===== src/rtl/aes_spi_pkg.sv =====
// Shared definitions for the AES SPI frame controller.
//   state_e   : frame sequencer states (3-bit encoding, also exposed on dbg_state)
//   ENCR/DECR : values of the mode bit / core_mode
//   BLK_W     : AES block width in bits
//   key_width : key width in bits for a given Nk (32-bit words)
package aes_spi_pkg;

    typedef enum logic [2:0] {
        IDLE    = 3'd0,
        RX_DATA = 3'd1,
        RX_KEY  = 3'd2,
        START   = 3'd3,
        WAIT    = 3'd4,
        TX      = 3'd5,
        DONE    = 3'd6
    } state_e;

    localparam logic ENCR  = 1'b0;
    localparam logic DECR  = 1'b1;
    localparam int   BLK_W = 128;

    function automatic int key_width(input int nk);
        return nk * 32;
    endfunction

endpackage


===== src/rtl/aes_spi_frame_ctrl_shifter.sv =====
// spi_lsb_shifter: LSB-first shift register used for the SPI data paths.
// Ports:
//   clk, rst      : clock, synchronous active-high reset (clears q)
//   load_en       : parallel load of load_val (highest priority)
//   shift_in_en   : q <= {sin, q[W-1:1]}  (serial bits arrive LSB first)
//   shift_out_en  : q <= {1'b0, q[W-1:1]} (q[0] is the next bit to send)
//   q             : register contents
module spi_lsb_shifter #(
    parameter int W = 128
) (
    input  logic         clk,
    input  logic         rst,
    input  logic         load_en,
    input  logic [W-1:0] load_val,
    input  logic         shift_in_en,
    input  logic         sin,
    input  logic         shift_out_en,
    output logic [W-1:0] q
);

    always_ff @(posedge clk) begin
        if (rst) begin
            q <= '0;
        end else if (load_en) begin
            q <= load_val;
        end else if (shift_in_en) begin
            q <= {sin, q[W-1:1]};
        end else if (shift_out_en) begin
            q <= {1'b0, q[W-1:1]};
        end
    end

endmodule


===== src/rtl/aes_spi_frame_ctrl.sv =====
// aes_spi_frame_ctrl: runs one AES operation per SPI frame.
// A frame is: bit 0 = mode, bits 1..128 = block, then Nk*32 key bits, all LSB
// first on SIMO while CSS is low. The controller then starts the core, waits
// for its result and returns it LSB first on SOMI while CSS is low.
// Optional build macro: AES_SPI_WATCHDOG_EN (WAIT times out after WD_CYCLES).
// Ports:
//   clk, rst            : clock, synchronous active-high reset
//   CSS, SIMO, SOMI     : SPI chip select (active low), data in, data out
//   busy, err           : frame in progress, sticky abort/timeout flag
//   core_start/core_done: handshake with the AES core wrapper
//   core_mode/data/key  : operation inputs to the core
//   core_result         : core output, valid with core_done
//   dbg_state           : current sequencer state (aes_spi_pkg::state_e)
//
// Core handshake: core_start is a one-cycle request that is always accepted
// by the core; core_mode, core_data and core_key stay stable until the core
// answers with a one-cycle core_done, whose core_result is captured in that
// same cycle. core_done is only honoured in WAIT, which begins the cycle after
// core_start, so a done coincident with start is never taken.
module aes_spi_frame_ctrl
    import aes_spi_pkg::*;
#(
    parameter int Nk        = 4,
    parameter int WD_CYCLES = 64
) (
    input  logic                    clk,
    input  logic                    rst,
    input  logic                    CSS,
    input  logic                    SIMO,
    output logic                    SOMI,
    output logic                    busy,
    output logic                    err,
    output logic                    core_start,
    output logic                    core_mode,
    output logic [BLK_W-1:0]        core_data,
    output logic [key_width(Nk)-1:0] core_key,
    input  logic                    core_done,
    input  logic [BLK_W-1:0]        core_result,
    output logic [2:0]              dbg_state
);

    localparam int KW    = key_width(Nk);
    localparam int CNT_W = $clog2(1 + BLK_W + KW + 1);

    localparam logic [2:0] ST_IDLE    = IDLE;
    localparam logic [2:0] ST_RX_DATA = RX_DATA;
    localparam logic [2:0] ST_RX_KEY  = RX_KEY;
    localparam logic [2:0] ST_START   = START;
    localparam logic [2:0] ST_WAIT    = WAIT;
    localparam logic [2:0] ST_TX      = TX;
    localparam logic [2:0] ST_DONE    = DONE;

    logic [2:0]       state;
    // Frame bits consumed so far during RX; result bits sent so far during TX.
    logic [CNT_W-1:0] cnt;
    logic [BLK_W-1:0] tx_q;

    logic data_sh, key_sh, tx_load, tx_sh;

    assign data_sh = (state == ST_RX_DATA) && !CSS;
    assign key_sh  = (state == ST_RX_KEY)  && !CSS;
    assign tx_load = (state == ST_WAIT)    && core_done;
    assign tx_sh   = (state == ST_TX)      && !CSS;

    assign busy       = (state != ST_IDLE);
    assign core_start = (state == ST_START);
    assign dbg_state  = state;

    spi_lsb_shifter #(.W(BLK_W)) u_data_sh (
        .clk(clk), .rst(rst), .load_en(1'b0), .load_val('0),
        .shift_in_en(data_sh), .sin(SIMO), .shift_out_en(1'b0), .q(core_data)
    );

    spi_lsb_shifter #(.W(KW)) u_key_sh (
        .clk(clk), .rst(rst), .load_en(1'b0), .load_val('0),
        .shift_in_en(key_sh), .sin(SIMO), .shift_out_en(1'b0), .q(core_key)
    );

    spi_lsb_shifter #(.W(BLK_W)) u_tx_sh (
        .clk(clk), .rst(rst), .load_en(tx_load), .load_val(core_result),
        .shift_in_en(1'b0), .sin(1'b0), .shift_out_en(tx_sh), .q(tx_q)
    );

    // Only the LSB of the tx register is ever sent.
    logic unused_tx;
    assign unused_tx = &tx_q[BLK_W-1:1];

`ifdef AES_SPI_WATCHDOG_EN
    localparam int WD_W = $clog2(WD_CYCLES + 1);
    logic [WD_W-1:0] wd_cnt;
    logic            wd_expire;

    assign wd_expire = (wd_cnt == WD_W'(WD_CYCLES - 1));

    always_ff @(posedge clk) begin
        if (rst || state != ST_WAIT) begin
            wd_cnt <= '0;
        end else begin
            wd_cnt <= wd_cnt + WD_W'(1);
        end
    end
`else
    logic unused_wd;
    assign unused_wd = (WD_CYCLES > 0);
`endif

    always_ff @(posedge clk) begin
        if (rst) begin
            state     <= ST_IDLE;
            cnt       <= '0;
            core_mode <= ENCR;
            err       <= 1'b0;
            SOMI      <= 1'b0;
        end else begin
            case (state)
                ST_IDLE: begin
                    if (!CSS) begin
                        core_mode <= SIMO;
                        err       <= 1'b0;
                        cnt       <= CNT_W'(1);
                        state     <= ST_RX_DATA;
                    end
                end
                ST_RX_DATA: begin
                    if (CSS) begin
                        err   <= 1'b1;
                        cnt   <= '0;
                        state <= ST_IDLE;
                    end else begin
                        cnt <= cnt + CNT_W'(1);
                        // cnt == k while the k-th data bit is sampled
                        if (cnt == CNT_W'(BLK_W)) state <= ST_RX_KEY;
                    end
                end
                ST_RX_KEY: begin
                    if (CSS) begin
                        err   <= 1'b1;
                        cnt   <= '0;
                        state <= ST_IDLE;
                    end else begin
                        cnt <= cnt + CNT_W'(1);
                        if (cnt == CNT_W'(BLK_W + KW)) state <= ST_START;
                    end
                end
                ST_START: begin
                    cnt   <= '0;
                    state <= ST_WAIT;
                end
                ST_WAIT: begin
                    if (core_done) begin
                        cnt   <= '0;
                        state <= ST_TX;
                    end
`ifdef AES_SPI_WATCHDOG_EN
                    else if (wd_expire) begin
                        err   <= 1'b1;
                        SOMI  <= 1'b0;
                        state <= ST_DONE;
                    end
`endif
                end
                ST_TX: begin
                    // CSS high stalls the shift and holds SOMI
                    if (!CSS) begin
                        SOMI <= tx_q[0];
                        cnt  <= cnt + CNT_W'(1);
                        if (cnt == CNT_W'(BLK_W - 1)) state <= ST_DONE;
                    end
                end
                ST_DONE: begin
                    SOMI <= 1'b0;
                    if (CSS) begin
                        cnt   <= '0;
                        state <= ST_IDLE;
                    end
                end
                default: state <= ST_IDLE;
            endcase
        end
    end

endmodule


===== config.mk =====
export PLATFORM = sky130hd
export DESIGN_NAME = aes_spi_frame_ctrl
export DESIGN_NICKNAME = d
export VERILOG_FILES = /design/src/rtl/aes_spi_pkg.sv /design/src/rtl/aes_spi_frame_ctrl_shifter.sv /design/src/rtl/aes_spi_frame_ctrl.sv
export SDC_FILE = /design/constraint.sdc
export NUM_CORES = 1
export LEC_CHECK = 0
export BUFFER_PORTS_ARGS = -buffer_cell sky130_fd_sc_hd__buf_2
export CORE_MARGIN = 2
export CORE_UTILIZATION = 53
export CTS_CLUSTER_DIAMETER = 30
export DETAILED_ROUTE_END_ITERATION = 10
export GPL_TIMING_DRIVEN = 0
export MAX_ROUTING_LAYER = met4
export PLACE_DENSITY = 0.77
export SETUP_SLACK_MARGIN = 0.5
export SLEW_MARGIN = 25
export SYNTH_ARGS = -nofsm -noshare
export SYNTH_HDL_FRONTEND = slang
export SYNTH_SLANG_ARGS = --single-unit
export TNS_END_PERCENT = 20

===== constraint.sdc =====
create_clock -name clk -period 2.1 [get_ports clk]
set_clock_uncertainty 0.05 [all_clocks]
set_input_delay 0.21 -clock clk [delete_from_list [all_inputs] [get_ports clk]]
set_output_delay 0.21 -clock clk [all_outputs]
set_load 0.005 [all_outputs]

==> qor.yml <==
clock_network:
  clock_sinks: 399
  root_buffer: "clkbuf_16"
  clock_tree.htree_level_count: 3
  cts_inserted_buffers: 74
  tritoncts: "built"
  worst_setup_hold_path_clk_slew_ns: 0.05
  worst_skew_pair.late_latency_ns: 0.57
  cts_buffer_depth: 3
synthesis:
  synth_top_area_share_pct: 52.5
  post-synth-top-count-cell: "nand2_1"
  ys_dominant_reg_cell: "dfxtp_1"
  yosys_warnings: 0
  netlist_instances: 1795
  synth_area_um2: 15200
  postSynthNetCount: 1930
  synth_seq_area_share_pct: 52.5
  synth_async_sr_flop_share_pct: 0
  synth_seq_cells: 399
  synth_top_cells_by_area: "dfxtp_1 (53%), nand2_1 (13%), a21oi_1 (8.7%), mux2i_1 (8.6%), a211oi_1 (6.3%)"
  edff_count_synth: 0
  yosysUniqueCellTypes: 43
  post_synth.cell_area_avg_um2: 8.47
  yosys.area.top_type: "dfxtp_1"
  synthTopCellsByCount: "nand2_1 (522), dfxtp_1 (399), a21oi_1 (263)"
timing:
  maxSlewViolCount: 0
  final_hold_viol_count: 1
  setup_violating_endpoint_count_in_the_final_report: 0
  min_period_over_period_pct: 97.8
  timing.max_slew.rel_slack_pct: 52.4
  max_slew.worst_pin.slew_ns: 0.714
  setup_repair_after_global_routing_missed_its_margin: "true"
  fin_hold_ws_ns: -0.0185
  final.min_clock_period_ns: 2.05
  achievable-frequency_mhz: 487
drt:
  detail_route.iter0.violations: 1479
  drt-total-wl_um: 58200
  post-route-drc-count: 0
  vias: 16500
  via_density: 5.75
  drt-wirelength-per-cell_um: 20.3
  post_detailed_route_count_of_antenna_violating_nets: 0
  drt_pre_antenna_iters: 7
worst_setup_path:
  critical_path_class: "reg -> out"
  timing.critical_path.arrival_ns: 1.79
  critPathCaptureType: "output port"
  critPathSlowestCell: "dfxtp_2"
  worst_path_required_ns: 1.84
  path_max_fanout: 7
  max_incr_delay_on_cp_ns: 0.35
  worst_path_most_repeated_cell: "buf_6"
  reg2reg_depth: 7
  critical_path.startpoint_type: "register"
  timing.critical_path.cells: "buf_6 -> buf_6 -> buf_4 -> nand2_1 -> nor2_1 -> buf_2"
floorplanning:
  core_area_um2: 28500
  die_area_um2: 30100
  floorplan.die.width_um: 173
  num_rows: 62
  ios: 397
  die_height_um: 173
  initial_utilization_pct: 53.4
finish:
  syn_to_final_growth_pct: 49.3
  post-route-util_pct: 79.7
  fin_area_um2: 22700
  final_cells: 2867
  share_of_final_layout_standard_cells_stronger_than_drive_strength_1_pct: 27.7
  final.fill_count: 1591
  finalNetCount: 2556
outcome:
  violated_checks: "negative hold slack"
  status: "finished with violations"
global_routing:
  grt_remaining_overflow: 0
  largest_net_degree_at_the_start_of_global_routing: 11
  initial_antenna_violation_count: 1
  wire_length_of_the_first_global_routing_pass_um: 81900
  first_global_vias: 15700
  global_route.usage.total_pct: 34.5
power_and_ir_drop:
  power.internal_w: 0.0178
  sw_frac_of_total_pct: 25.9
  peak_supply_drop_mv: 0.785
  seq_power_share_pct: 33.4
  total_switching_power_w: 0.00622
  pwr_density_cell_nw_per_um2: 1060
  combinationalPowerShare_pct: 13.5
  pwr-share-clk_pct: 53.1
  static-leakage-power_nw: 9.06
place:
  placed_area_um2: 17700
  port_buffers: 395
  dp.final_hpwl_um: 30100
  gp_congestion: 0.886
  cell_total_after_placement: 2574
run:
  maxCapViolations: 0
hold_path:
  hold_path_depth: 3
  hold_path_class: "in -> reg"
[cells in the final DEF, fill, tap and decap left out, types with 4 or more instances in the layout]
cell,instances
a211oi_1,113
a211oi_2,15
a21oi_1,263
buf_12,8
buf_2,418
buf_4,14
buf_6,8
buf_8,11
bufinv_16,12
clkbuf_1,76
clkbuf_16,87
clkbuf_2,20
clkbuf_8,20
clkinv_2,7
clkinv_4,4
clkinvlp_4,9
dfxtp_1,396
dlygate4sd3_1,129
inv_1,5
mux2i_1,112
mux2i_2,12
mux2i_4,6
nand2_1,518
nand2_2,4
nand3_1,4
nor2_1,136
nor2_2,7
nor3_1,5
xnor2_1,5
[power by group through the flow]
| stage | registers (W) | clock network (W) | logic, W |
|---|---|---|---|
| 2_1_floorplan | 0.00806 | 0 | 0.00145 |
| 3_3_place_gp | 0.00808 | 0 | 0.00208 |
| 3_5_place_dp | 0.00809 | 0 | 0.00211 |
| 4_1_cts | 0.00795 | 0.0127 | 0.00287 |
| 5_1_grt | 0.00801 | 0.0132 | 0.00341 |
| 6_report | 0.00801 | 0.0127 | 0.00323 |
[cell type report]
type | count | area (µm²) | share of cell area, %
diodes | 1 | 2.50 | 0.0110
well taps | 384 | 480 | 2.12
flip-flops and latches | 399 | 8000 | 35.2
multi-input cells | 1241 | 6750 | 29.7
plain buffers | 150 | 1100 | 4.84
inverters | 5 | 18.8 | 0.0827
clock inverters | 38 | 584 | 2.57
clock buffers | 99 | 2110 | 9.29
repair buffers | 550 | 3660 | 16.1
[final timing paths]
check / start / end / slack [ns]
max: dbg_state[0] / core_start / 0.05
min: core_result[126] / u_tx_sh.q[126] / -0.02
max reg2reg: dbg_state[1] / u_tx_sh.q[51] / 0.11
min reg2reg: u_data_sh.q[0] / u_data_sh.q[0] / 0.41
[cells by family (layout without fill, tap and decap cells)]
group	after synthesis	in the layout	share of synthesized area (%)
AND/OR/NAND/NOR	696	696	17.8
AO/OA/AOI/OAI	404	404	15.7
flip-flops	399	399	52.5
buffers and inverters	155	842	4.72
multiplexers	132	132	8.70
XOR/XNOR	7	7	0.403
adder cells (fa/ha/maj)	2	2	0.164
other	0	1	0
[metrics by stage]
step | hold WS [ns] | worst slack (ns) | TNS (ns) | power (W)
global route | -0.0196 | 0.00651 | 0 | 0.0246
detailed placement | 0.401 | -0.137 | -3.05 | 0.0102
floorplan | 0.296 | 0.423 | 0 | 0.00950
finish | -0.0185 | 0.0457 | 0 | 0.0240
CTS | 0.00427 | 0.169 | 0 | 0.0235
global placement | 0.392 | -0.0994 | -1.54 | 0.0102
[metal layers]
| layer | share of wire [%] | up-vias | wire length, µm | GRT usage [%] |
|---|---|---|---|---|
| met2 | 48 | 1075 | 28100 | 58.2 |
| met5 | 0 | - | 0 | - |
| li1 | - | 7349 | - | - |
| met1 | 35 | 7699 | 20400 | 37.5 |
| met3 | 9.5 | 362 | 5530 | 8.71 |
| met4 | 7.2 | 0 | 4210 | 18.5 |
[critical path, delay by kind of cell (launching register included)]
kind                   cells  cell delay [ns]
flip-flops                 1             0.35
buffers and inverters      4             0.58
AND/OR/NAND/NOR            2             0.31
[state kept, by name, summed over array words and instances, names as in the netlist]
register and flops:
SOMI 1, cnt 9, core_mode 1, dbg_state 3, err 1, u_data_sh.q 128, u_key_sh.q 128, u_tx_sh.q 128
[timing repair]
action	4_1_cts	5_1_grt
setup endpoints to repair	389	397
hold buffers	129	0
endpoints found under the hold margin	130	0
pin swaps	1	7
gates cloned	12	2
buffers inserted	9	3
gates resized for setup	68	136
(Power assumes the default switching activity.)
